===== config.mk =====
export PLATFORM = sky130hd
export DESIGN_NAME = sad_best_match_flat
export DESIGN_NICKNAME = d
export VERILOG_FILES = /design/src/rtl/sad_best_match_if.sv /design/src/rtl/sad_best_match.sv /design/src/flat_wrapper.sv
export SDC_FILE = /design/constraint.sdc
export NUM_CORES = 1
export LEC_CHECK = 0
export BUFFER_PORTS_ARGS = -buffer_cell sky130_fd_sc_hd__buf_4
export CELL_PAD_IN_SITES_DETAIL_PLACEMENT = 2
export CELL_PAD_IN_SITES_GLOBAL_PLACEMENT = 2
export CORE_MARGIN = 3
export CORE_UTILIZATION = 33
export CTS_BUF_LIST = sky130_fd_sc_hd__clkbuf_8
export CTS_CLUSTER_DIAMETER = 120
export CTS_CLUSTER_SIZE = 25
export DETAILED_ROUTE_END_ITERATION = 16
export GPL_ROUTABILITY_DRIVEN = 0
export PLACE_DENSITY = 0.75
export SYNTH_ARGS = -nofsm -noshare
export SYNTH_HDL_FRONTEND = slang
export SYNTH_SLANG_ARGS = --single-unit

===== constraint.sdc =====
create_clock -name clk -period 2.3 [get_ports clk]
set_clock_uncertainty 0.1 [all_clocks]
set_input_delay 0.115 -clock clk [delete_from_list [all_inputs] [get_ports clk]]
set_output_delay 0.115 -clock clk [all_outputs]
set_load 0.02 [all_outputs]

===== src/rtl/sad_best_match_if.sv =====
// Handshake bundle between SAD datapath control and the best-match tracker.
// The master drives the window strobes; the slave reports the winner.
interface sad_best_match_if #(
  parameter int SAD_WIDTH = 13,
  parameter int IDX_WIDTH = 4
);
  logic                 start;
  logic                 sad_valid;
  logic [SAD_WIDTH-1:0] sad_in;
  logic                 busy;
  logic                 done;
  logic [SAD_WIDTH-1:0] best_sad;
  logic [IDX_WIDTH-1:0] best_idx;

  modport master (
    output start,
    output sad_valid,
    output sad_in,
    input  busy,
    input  done,
    input  best_sad,
    input  best_idx
  );

  modport slave (
    input  start,
    input  sad_valid,
    input  sad_in,
    output busy,
    output done,
    output best_sad,
    output best_idx
  );
endinterface


===== src/rtl/sad_best_match.sv =====
// Tracks the minimum SAD over a window of NUM_CAND candidates and
// reports the value and arrival index with a one-cycle done pulse.
module sad_best_match #(
  parameter int SAD_WIDTH = 13,
  parameter int NUM_CAND  = 16,
  parameter int IDX_WIDTH = 4
) (
  input  logic              clk,
  input  logic              rst,
  sad_best_match_if.slave   bus
);

  localparam logic [1:0] S_IDLE   = 2'd0;
  localparam logic [1:0] S_SEARCH = 2'd1;
  localparam logic [1:0] S_DONE   = 2'd2;

  localparam logic [IDX_WIDTH-1:0] LAST_IDX =
    IDX_WIDTH'(NUM_CAND - 1);

  logic [1:0]           r_state;
  logic [IDX_WIDTH-1:0] r_cnt;
  logic [SAD_WIDTH-1:0] r_cur_min;
  logic [IDX_WIDTH-1:0] r_cur_idx;
  logic [SAD_WIDTH-1:0] r_best_sad;
  logic [IDX_WIDTH-1:0] r_best_idx;

  logic                 w_take;
  logic                 w_last;
  logic [SAD_WIDTH-1:0] w_min;
  logic [IDX_WIDTH-1:0] w_idx;

  // First sample always seeds; later ones win only when strictly smaller.
  assign w_take = (r_cnt == '0) || (bus.sad_in < r_cur_min);
  assign w_min  = w_take ? bus.sad_in : r_cur_min;
  assign w_idx  = w_take ? r_cnt : r_cur_idx;
  assign w_last = (r_cnt == LAST_IDX);

  always_ff @(posedge clk or negedge rst) begin
    if (!rst) begin
      r_state    <= S_IDLE;
      r_cnt      <= '0;
      r_cur_min  <= '0;
      r_cur_idx  <= '0;
      r_best_sad <= '0;
      r_best_idx <= '0;
    end else begin
      unique case (r_state)
        S_IDLE: begin
          if (bus.start) begin
            r_state <= S_SEARCH;
            r_cnt   <= '0;
          end
        end
        S_SEARCH: begin
          if (bus.sad_valid) begin
            r_cur_min <= w_min;
            r_cur_idx <= w_idx;
            if (w_last) begin
              r_best_sad <= w_min;
              r_best_idx <= w_idx;
              r_state    <= S_DONE;
            end else begin
              r_cnt <= r_cnt + 1'b1;
            end
          end
        end
        S_DONE: begin
          r_state <= S_IDLE;
        end
        default: begin
          r_state <= S_IDLE;
        end
      endcase
    end
  end

  assign bus.busy     = (r_state == S_SEARCH);
  assign bus.done     = (r_state == S_DONE);
  assign bus.best_sad = r_best_sad;
  assign bus.best_idx = r_best_idx;

endmodule

===== src/flat_wrapper.sv =====
// flat-port wrapper written by rule: the top's interface ports become plain ports
module sad_best_match_flat 
#(
  parameter int SAD_WIDTH = 13,
  parameter int NUM_CAND  = 16,
  parameter int IDX_WIDTH = 4
)
  (clk, rst, bus_start, bus_sad_valid, bus_sad_in, bus_busy, bus_done, bus_best_sad, bus_best_idx);
  sad_best_match_if #(.SAD_WIDTH(SAD_WIDTH), .IDX_WIDTH(IDX_WIDTH)) bus_i ();
  input  logic clk;
  input  logic rst;
  input wire logic [$bits(bus_i.start)-1:0] bus_start;
  input wire logic [$bits(bus_i.sad_valid)-1:0] bus_sad_valid;
  input wire logic [$bits(bus_i.sad_in)-1:0] bus_sad_in;
  output wire logic [$bits(bus_i.busy)-1:0] bus_busy;
  output wire logic [$bits(bus_i.done)-1:0] bus_done;
  output wire logic [$bits(bus_i.best_sad)-1:0] bus_best_sad;
  output wire logic [$bits(bus_i.best_idx)-1:0] bus_best_idx;
  assign bus_i.start = bus_start;
  assign bus_i.sad_valid = bus_sad_valid;
  assign bus_i.sad_in = bus_sad_in;
  assign bus_busy = bus_i.busy;
  assign bus_done = bus_i.done;
  assign bus_best_sad = bus_i.best_sad;
  assign bus_best_idx = bus_i.best_idx;
  sad_best_match #(.SAD_WIDTH(SAD_WIDTH), .NUM_CAND(NUM_CAND), .IDX_WIDTH(IDX_WIDTH)) u_core (.clk(clk), .rst(rst), .bus(bus_i));
endmodule

==> run summary <==
OUTCOME
------------------------------------------------------------------------------------
Outcome                                                                 finished clean

ROUTING
------------------------------------------------------------------------------------
Total number of vias                                                           1,892
Wire length per cell                                                         19.2 µm
Iteration count of the initial detailed-routing pass                               4
Detail Route Antenna Nets                                                          0
Total Routed Length                                                          6670 µm
Ratio of routed vias to standard cells                                          5.44
Remaining routing DRC violations                                                   0
Number of DRC markers in iteration 0                                              88

LOGIC SYNTHESIS
------------------------------------------------------------------------------------
Share of synthesized area occupied by flip-flops and latches                   46.1%
Commonest register cell after synthesis                                      dfrtp_1
Flops & latches, synth                                                            40
Cell type with the highest aggregate area in the netlist                     dfrtp_1
Netlist Area Pre-Place                                                   0.00217 mm²
Share of flip-flops with an asynchronous set or reset after synthesis           100%
Number of synthesis warnings                                                       0
Library cells used by synthesis                                                   39
Mapped Avg Cell Area                                                        10.3 µm²
Cell count after synthesis                                                       211
Net Count, Synth                                                                 242
Most area-consuming cells after synthesis                               dfrtp_1 (46%), ha_1 (8.1%), mux2_4 (5.5%)
Fraction of synthesized cell area taken by the top area cell type              46.1%
EDFF count, synth                                                                  0

PLACEMENT
------------------------------------------------------------------------------------
Post-detailed-placement half-perimeter wirelength                            4470 µm
Port Buf Inserts                                                                  35
Pre-CTS WS                                                                  0.129 ns

WORST SETUP PATH
------------------------------------------------------------------------------------
CP Launch Point                                                         bus_sad_in[6]
Critical Path End Type                                                     flip-flop
Data arrival time of the critical path                                       2.36 ns
Path type of the worst setup path                                       input port to flip-flop
Launch point of the worst reg-to-reg path                               u_core.r_cur_min[7]
Worst R2R End                                                           u_core.r_cur_idx[0]
Crit path launch type                                                     input port
Critical path data required time                                             2.37 ns
Worst Reg-to-Reg Cells                                                             8
FF-to-FF setup slack                                                         0.07 ns
Maximum net fanout on the critical path                                            7
Critical path endpoint                                                  u_core.r_cur_idx[0]

GLOBAL ROUTING
------------------------------------------------------------------------------------
Via count of the first global-routing pass                                     2,085
First-pass GRT wire length                                                 10,900 µm
Largest net degree at the start of global routing                                 41
Antenna violations before repair                                                   0
Overall global routing resource usage                                          18.7%
GR Overflow Total                                                                  0

TIMING
------------------------------------------------------------------------------------
Final setup violation count                                                        0
Maximum clock frequency                                                    0.438 GHz
Tightest slew margin relative to the limit                                     53.3%
Final period demand of the worst path                                        2.28 ns
Setup TNS                                                                       0 ns
Unrepaired setup endpoints after global routing                                 true
Worst-margin pin slew                                                       0.699 ns
Post-layout worst setup margin                                             0.0173 ns
Share of the cycle needed by the critical path after routing                   99.2%
Number of max-slew violations in the final report                                  0
Final count of hold timing violations                                              0

POWER
------------------------------------------------------------------------------------
Ratio of total power to cell area                                        1380 mW/mm²
Proportion of power drawn by flip-flops and latches                            31.9%
Worst IR drop on VDD                                                          558 µV
Internal power                                                               2.36 mW
Switching Share                                                                41.8%
Clock network power share                                                      11.2%
Relative contribution of combinational cells to total power                    56.9%
Sw power                                                                     1.69 mW
Leakage power                                                                1.38 nW
Total power consumption of the routed design                                 4.05 mW

CLOCK NETWORK
------------------------------------------------------------------------------------
Clock H-tree levels                                                                2
Number of buffers inserted by post-CTS setup repair                                0
Number of buffers on the longest clock path                                        2
Register clock-pin slew on the reported worst setup and hold paths           0.07 ns
Number of sinks on the clock net                                                  40
Clock latency at the later pin of the worst-skew pair                        0.30 ns
CTS tree                                                                         yes
Inserted Clock Buffers                                                             5
Buffer type at the clock tree root                                          clkbuf_8

LAYOUT
------------------------------------------------------------------------------------
Final Core Density                                                             47.9%
Most common cell after layout, fill and taps aside                             buf_4
Net total in the final layout                                                    304
Layout-stage area growth over the synthesis result                             35.3%
Commonest cells after routing, fill and taps aside                      buf_4 (47), dfrtp_1 (40), nand3_1 (20), nor2_1 (20)
Ant diodes                                                                         0
Share of final-layout standard cells stronger than drive strength 1            32.6%

DIE
------------------------------------------------------------------------------------
Height of the chip                                                           87.1 µm
Total Die Area                                                           0.00759 mm²
Initial Util                                                                   35.4%
Area of the core region                                                  0.00613 mm²
X dimension of the die                                                       87.1 µm
Number of ports placed on the die boundary                                        36
Placement row count                                                               28

WORST HOLD PATH
------------------------------------------------------------------------------------
Path type of the worst min-delay path                                   input port to flip-flop

RUN
------------------------------------------------------------------------------------
Max-Cap Viols                                                                      0

==> critical path, stage by stage <==
cell,delay [ns]
dlygate4sd3_1,0.54
buf_4,0.14
ha_1,0.33
a21oi_2,0.19
o21ai_2,0.10
a211oi_4,0.27
o211ai_4,0.16
clkbuf_16,0.20
mux2_4,0.30
==> layout make-up <==
cell class | count | area [µm²]
clock buffers | 5 | 68.8
fillers | 629 | 3190
clock inverters | 2 | 8.76
flip-flops and latches | 40 | 1000
repair buffers | 65 | 569
well taps | 75 | 93.8
inverters | 16 | 60.1
multi-input cells | 145 | 1140
==> layer usage <==
metal	share of wire, %	vias to the layer above	wire length, µm	GRT usage [%]
met5	0	-	0	0
met4	0.72	0	48	4.60
met3	2.9	6	192	2.84
met2	48	34	3190	30.6
met1	49	965	3240	25.9
li1	-	887	-	-
==> worst min-delay path by stage <==
stage | from | to | slack (ns) | cells after the start
global route | bus_sad_valid | u_core.r_state[0] | 0.05 | 3
global placement | rst | u_core.bus.best_sad[8] | 0.04 | 1
floorplan | rst | u_core.bus.best_idx[0] | -0.28 | 0
CTS | bus_sad_valid | u_core.r_state[0] | 0.02 | 3
detailed placement | rst | u_core.bus.best_sad[10] | 0.04 | 1
finish | bus_sad_valid | u_core.r_state[0] | 0.03 | 3
==> flip-flops by register name, indices dropped and copies added, names as in the netlist <==
register / cells
u_core.bus.best_sad: 13
u_core.r_cnt: 4
u_core.r_state: 2
u_core.bus.best_idx: 4
u_core.r_cur_min: 13
u_core.r_cur_idx: 4
==> metrics by stage <==
step	hold WS, ns	cell area [µm²]	cells
6_report	0.0331	2940	348
5_1_grt	0.0549	2940	348
4_1_cts	0.0231	2830	347
3_5_place_dp	0.0416	2620	326
3_3_place_gp	0.0365	2620	326
2_1_floorplan	-0.281	2170	211
==> cell usage after synthesis (2+ instances only) <==
cell,number
mux2_2,7
dfrtp_1,40
a32o_1,2
a31oi_1,17
o21ai_1,2
a22o_1,2
nand3_1,20
nand2_1,3
nor2_1,20
buf_2,4
mux2_4,8
nand4_1,4
and3_1,2
inv_1,16
a21oi_2,2
nor2b_1,2
a21oi_1,3
ha_1,14
nor3_1,3
o21ai_0,17
clkbuf_1,5
==> logic make-up (layout without fill, tap and decap cells) <==
group | Yosys count | count (layout) | synth area share [%]
and+or+nand+nor | 61 | 61 | 14.3
AOI/OAI and AO/OA | 55 | 55 | 17.3
DFF | 40 | 40 | 46.1
buffers and inverters | 26 | 88 | 5.07
muxes | 15 | 15 | 9.16
adders and majority gates | 14 | 14 | 8.07
==> timing repair <==
action                     4_1_cts  5_1_grt
setup endpoints to repair        0       32
resized for setup                0       14
hold endpoints to repair        53        0
hold buffers                    14        0
==> power groups by stage <==
stage	clock, mW	combinational (mW)	sequential [mW]
2_1_floorplan	0	1.16	1.44
3_3_place_gp	0	2.04	1.27
3_5_place_dp	0	2.09	1.30
4_1_cts	0.471	2.13	1.29
5_1_grt	0.494	2.55	1.34
6_report	0.454	2.30	1.29
(Power assumes the default switching activity.)
